## src/rtl/btn_event.sv

```systemverilog
`default_nettype none
// ============================================================================
// Module   : btn_event
// Brief    : Debounced button level -> press/release/long-press/repeat pulses
// Revision : 1.0
// ============================================================================
module btn_event #(
  parameter int HOLD_TICKS   = 500,
  parameter int REPEAT_TICKS = 100,
  parameter int CNT_W        = 10
) (
  input  logic clk,
  input  logic rst_n,
  input  logic i_in,
  input  logic i_tick,
  output logic o_press,
  output logic o_release,
  output logic o_long_press,
  output logic o_rpt,
  output logic o_held
);

  typedef enum logic [1:0] {
    S_IDLE   = 2'd0,
    S_HOLD   = 2'd1,
    S_REPEAT = 2'd2
  } state_t;

  localparam logic [CNT_W-1:0] c_hold_last = CNT_W'(HOLD_TICKS - 1);
  // Clamped so a disabled repeat still yields a well-formed constant
  localparam logic [CNT_W-1:0] c_rpt_last  = CNT_W'((REPEAT_TICKS == 0) ? 0 : REPEAT_TICKS - 1);
  localparam bit               c_rpt_en    = (REPEAT_TICKS != 0);

  state_t           r_state;
  logic [CNT_W-1:0] r_cnt;

  always_ff @(posedge clk or negedge rst_n) begin
    if (!rst_n) begin
      r_state      <= S_IDLE;
      r_cnt        <= '0;
      o_press      <= 1'b0;
      o_release    <= 1'b0;
      o_long_press <= 1'b0;
      o_rpt        <= 1'b0;
      o_held       <= 1'b0;
    end else begin
      o_press      <= 1'b0;
      o_release    <= 1'b0;
      o_long_press <= 1'b0;
      o_rpt        <= 1'b0;
      case (r_state)
        S_IDLE: begin
          if (i_in) begin
            r_state <= S_HOLD;
            r_cnt   <= '0;
            o_press <= 1'b1;
            o_held  <= 1'b1;
          end else begin
            o_held  <= 1'b0;
          end
        end
        S_HOLD: begin
          if (!i_in) begin
            r_state   <= S_IDLE;
            r_cnt     <= '0;
            o_release <= 1'b1;
            o_held    <= 1'b0;
          end else begin
            o_held <= 1'b1;
            if (i_tick) begin
              if (r_cnt == c_hold_last) begin
                r_state      <= S_REPEAT;
                r_cnt        <= '0;
                o_long_press <= 1'b1;
              end else begin
                r_cnt <= r_cnt + 1'b1;
              end
            end
          end
        end
        S_REPEAT: begin
          if (!i_in) begin
            r_state   <= S_IDLE;
            r_cnt     <= '0;
            o_release <= 1'b1;
            o_held    <= 1'b0;
          end else begin
            o_held <= 1'b1;
            if (i_tick && c_rpt_en) begin
              if (r_cnt == c_rpt_last) begin
                r_cnt <= '0;
                o_rpt <= 1'b1;
              end else begin
                r_cnt <= r_cnt + 1'b1;
              end
            end
          end
        end
        default: begin
          r_state <= S_IDLE;
          r_cnt   <= '0;
          o_held  <= 1'b0;
        end
      endcase
    end
  end

endmodule
`default_nettype wire

```

## config.mk

```make
export PLATFORM = sky130hd
export DESIGN_NAME = btn_event
export DESIGN_NICKNAME = d
export VERILOG_FILES = /design/src/rtl/btn_event.sv
export SDC_FILE = /design/constraint.sdc
export NUM_CORES = 1
export LEC_CHECK = 0
export BUFFER_PORTS_ARGS = -buffer_cell sky130_fd_sc_hd__clkbuf_2
export CAP_MARGIN = 5
export CORE_UTILIZATION = 37
export CTS_CLUSTER_DIAMETER = 60
export DETAILED_ROUTE_END_ITERATION = 10
export PLACE_DENSITY_LB_ADDON = 0.08
export SETUP_SLACK_MARGIN = 0.1
export SLEW_MARGIN = 15
export SYNTH_ARGS = -nofsm -noshare
export SYNTH_HDL_FRONTEND = slang
export SYNTH_SLANG_ARGS = --single-unit
```

## constraint.sdc

```tcl
create_clock -name clk -period 3.37 [get_ports clk]
set_input_delay 0.337 -clock clk [delete_from_list [all_inputs] [get_ports clk]]
set_output_delay 0.337 -clock clk [all_outputs]
set_load 0.005 [all_outputs]
```

# --- Word level (Yosys, flattened, before mapping) ---
# Index checks and enable logic that the tools add are counted.
word_totals:
  regBits: 17
  elab_cells: 49
  output_inout_bits: 5
  inputBits: 4
op_classes:
  eq_ne: 9
  n_addsub: 1
  muxes: 27
  n_reduce_logical: 5
ops:
  columns: ["cell", "n"]
  rows:
  - ["2-to-1 mux 10 bit", 7]
  - ["case mux 10 bit (3 select lines)", 1]
  - ["2-to-1 mux 1 bit", 13]
  - ["adder 10 x 1 -> 10 bit, second input constant", 1]
  - ["== test 10 x 7 -> 1 bit, second input constant", 1]
  - ["== test 10 x 9 -> 1 bit, second input constant", 1]
  - ["2-to-1 mux 2 bit", 5]
  - ["inequality test 3 bit, second input constant", 3]
  - ["case mux 2 bit (3 select lines)", 1]
  - ["inequality test 2 bit, second input constant", 2]
  - ["AND reduction 4 bit", 1]
  - ["AND reduction 3 bit", 1]
  - ["OR reduction 3 bit", 1]
  - ["== test 2 x 1 -> 1 bit, second input constant", 1]
  - ["== test 2 bit, second input constant", 1]
  - ["logical NOT 2 bit", 1]
  - ["OR reduction 2 bit", 1]

# --- Longest topological paths before layout ---
depth:
  word_depth: 5
  depth_mapped: 7
  ltp_nobuf: 6

# --- Least setup slack after synthesis ---
# OpenSTA, ideal clock, no wires.
synth_path:
  path_kind: "reg-to-reg"
  start: "register r_state[0]"
  end: "register r_cnt[7]"
  arrival_time_ps: 1803
  path_buffers: 1
  stages_incl_launch_ff: 8
  required_time_ps: 3290
  synth_period_minus_slack_ps: 1883
  path_slack_ps: 1487
  cell_sequence: "dfrtp_1 -> inv_1 -> ha_1 -> o21ba_1 -> a21o_1 -> buf_6 -> or4_4 -> o211ai_2"
synth_via:
  elab_chain_len: 3
synth_rtl:
  columns: ["element", "line_no", "source"]
  rows:
  - ["start: declaration", "34", "state_t r_state;"]
  - ["start signal: assignment", "39", "r_state <= S_IDLE;"]
  - ["start signal: assignment", "54", "r_state <= S_HOLD;"]
  - ["start signal: assignment", "64", "r_state <= S_IDLE;"]
  - ["== test 2 x 1 -> 1 bit (tied with other cells)", "51", "case (r_state)"]
  - ["inequality test 3 bit (no line) or inequality test 2 bit (tied branches)", null, null]
  - ["AND reduction 3 bit (no line)", null, null]
  - ["end signal: assignment", "76", "r_cnt <= r_cnt + 1'b1;"]
  - ["end signal: assignment", "94", "r_cnt <= r_cnt + 1'b1;"]
  - ["end: declaration", "35", "logic [CNT_W-1:0] r_cnt;"]
# Parallel ways exist; a longest one is shown, timed or not.
# A chain may end at the register's enable or synchronous reset.

# --- Worst setup path in the final report ---
# Ends and elaborated chain as after synthesis.

==> reports/results.ini <==
[power]
p_per_area_mw_per_mm2=459.0
combPwrFrac_pct=29.8
p_leak_nw=0.4600
p_int_mw=0.3225
netSwitchingFraction_pct=36.25
peakVddDrop_mv=0.2272
p_switching_mw=0.1834
clkPwrFrac_pct=23.1
total_power_mw=0.5059
p_seq_share_pct=47.1

[synth]
synthesis.area_mm2=0.001016
ys_types=44
synthArstFlopShare_pct=100.0
synth_area_per_cell_um2=9.769
synth-edff-count=0
yosys_warnings=0
yosysSeqAreaShare_pct=41.87
syn_nets=113
syn_inst=104
synth-main-ff-cell=dfrtp_1
ys_ff_latch=17

[floorplanning]
die_h_um=54.40
io_pins=9
rows=18
die_w_um=54.40
die-area_mm2=0.002959
core_region_area_mm2=0.002545
initial_utilization_pct=39.92

[global_routing]
grt_use_met1_pct=24.58
grt-busiest-layer=met2
grtUsageMet2_pct=26.83
grt_util_all_layers_pct=17.82
grt.met3_usage_pct=2.500
grt-ovfl-total=0
grt_first_pass_wirelength_mm=3.677
antenna_found_initial=0
grt_max_degree=18
grt_pass1_vias=792

[worst_setup_path]
slowest_delay_ns=0.56
reg2reg_depth=6
startpoint_type=flip-flop
crit_type=reg2reg
worstPathArrival_ns=2.31
cp_max_fo=11
required_ns=3.61
r2r-end=r_cnt[7]$_DFFE_PN0P_
end_kind=flip-flop
r2r_slack_ns=1.30
critPathSlowestCell=or4_4
path_cells=inv_1 > ha_1 > o21ba_1 > a21o_1 > or4_4 > o211ai_2
reg2reg_from=r_state[0]$_DFFE_PN0P_

[sta]
finalSetupTns_ns=0
hold_viol_final=0
max_freq_ghz=0.4827
clock_skew_ns=0.006644
hold_ws_ns=0.2870
post-route-min-period_ns=2.072
drv_slew=0
worstMarginPinSlew_ns=0.4398
period_share_pct=61.47
slew_headroom_pct=70.68
setup_viol=0
rsz0062_at_grt=no

[clocking]
cts_max_level=1
cts_buffers=3
clock_latency_ns=0.31
clkSlewWorstSetupHoldPaths_ns=0.11
clock_sinks=17
cts_tree=built
root_buffer=clkbuf_4
clockBufferDepth=2

[min_path]
min_to=o_rpt$_DFF_PN0_
hp-start=i_tick
min_path_type=in2reg
min_delay_path_depth=3

[route]
drc_errors=0
wl_per_cell_um=15.37
via_count=826
drt-initial-drc-count=16
drt-vias-per-instance=5.817
antenna_left=0
wl_mm=2.182
dr.pass1.iters=4

[cells_and_area]
fillers=257
final_nets=122
instances_no_fill=142
multiInputGateArea_um2=543.0
antenna_cells=0
regArea_um2=425.4
drive_above_1_share_pct=17.86
post-route-util_pct=43.31
areaGrowthSynthToFinish_pct=8.498

[placed_design]
place.gp.congestion=0.7714
dp_cells=137
portBuffers=8
dp_hpwl_mm=1.566

[status]
status=finished, final reports clean

[flow_run]
drv_cap=0

[power by group through the flow]
stage          sequential (mW)  combinational [mW]  clock (mW)
4_1_cts                  0.238               0.154       0.121
2_1_floorplan            0.241               0.117           0
5_1_grt                  0.242               0.178       0.128
3_3_place_gp             0.242               0.150           0
3_5_place_dp             0.243               0.152           0
6_report                 0.238               0.151       0.117
[metal layers]
layer	vias to the layer above	share of wire [%]	routed length, um
met5	-	0	0
met3	5	3.0	66
met4	0	2.2	48
met2	15	43	939
li1	402	-	-
met1	404	52	1127
[how the worst max path moves through the flow]
stage | startpoint | end | cells past startpoint
after global routing | r_state[0]$_DFFE_PN0P_ | r_cnt[6]$_DFFE_PN0P_ | 6
after floorplan | r_state[0]$_DFFE_PN0P_ | r_cnt[7]$_DFFE_PN0P_ | 7
final | r_state[0]$_DFFE_PN0P_ | r_cnt[7]$_DFFE_PN0P_ | 6
after CTS | r_state[0]$_DFFE_PN0P_ | r_cnt[7]$_DFFE_PN0P_ | 6
after global placement | r_state[0]$_DFFE_PN0P_ | r_cnt[6]$_DFFE_PN0P_ | 6
after detailed placement | r_state[0]$_DFFE_PN0P_ | r_cnt[7]$_DFFE_PN0P_ | 6
[cell usage after synthesis (2+ instances only)]
cell type / count / area, um2
dfrtp_1: 17 / 425.4
nand2_1: 13 / 48.80
ha_1: 5 / 62.56
inv_1: 5 / 18.77
nand3_1: 5 / 25.02
a21oi_1: 4 / 20.02
o21ai_1: 4 / 20.02
nand2b_1: 3 / 18.77
nand4_1: 3 / 18.77
o211ai_1: 3 / 22.52
and4_1: 2 / 17.52
buf_2: 2 / 10.01
nor2_1: 2 / 7.510
nor2b_1: 2 / 12.51
o2111ai_1: 2 / 17.52
o22ai_1: 2 / 12.51
or2_2: 2 / 12.51
or4_1: 2 / 15.01
[logic make-up after synthesis]
group                    synth area share, %
AO/OA/AOI/OAI                          19.46
adder cells (fa/ha/maj)                6.158
buffers and inverters                  4.679
flip-flops                             41.87
multiplexers                           1.108
AND/OR/NAND/NOR                        26.73
[repair_timing]
action / in CTS / in global routing
setup endpoints to repair: 0 / 0
buffers inserted: 0 / 0
hold buffers: 1 / 0
endpoints found under the hold margin: 17 / 0
gates resized for setup: 0 / 0
[registers in the layout (all words and copies together) (netlist names)]
register	cells
o_long_press	1
o_press	1
r_state	2
o_rpt	1
o_release	1
o_held	1
r_cnt	10
[cells in the final DEF, fill, tap and decap left out, types with 2 or more instances in the layout]
master,n
a21oi_1,4
and4_1,2
clkbuf_2,8
clkbuf_4,3
dfrtp_1,17
ha_1,5
inv_1,5
nand2_1,13
nand2b_1,3
nand3_1,5
nand4_1,3
nor2_1,2
nor2b_1,2
o2111ai_1,2
o211ai_1,3
o21ai_1,4
o22ai_1,2
or2_2,2
or4_1,2
[layout make-up]
class                           count  area share, %
Inverter                            5          1.703
Sequential cell                    17          38.59
Timing Repair Buffer                9          4.540
Tap cell                           30          3.405
Clock buffer                        3          2.043
Multi-Input combinational cell     77          49.26
Clock inverter                      1         0.4540
[critical path, delay by kind of cell (launching register included)]
kind / cells / cell delay [ns]
buf+inv: 1 / 0.08
simple gates: 1 / 0.56
fa+ha+maj: 1 / 0.26
compound gates: 3 / 0.69
flops: 1 / 0.41
[metrics by stage]
step           setup slack, ns  instance area (um2)
2_1_floorplan            1.487                 1016
3_3_place_gp             1.394                 1065
3_5_place_dp             1.321                 1065
4_1_cts                  1.285                 1102
5_1_grt                  1.180                 1102
6_report                 1.298                 1102
No activity file was read; power rests on OpenSTA's default activity.
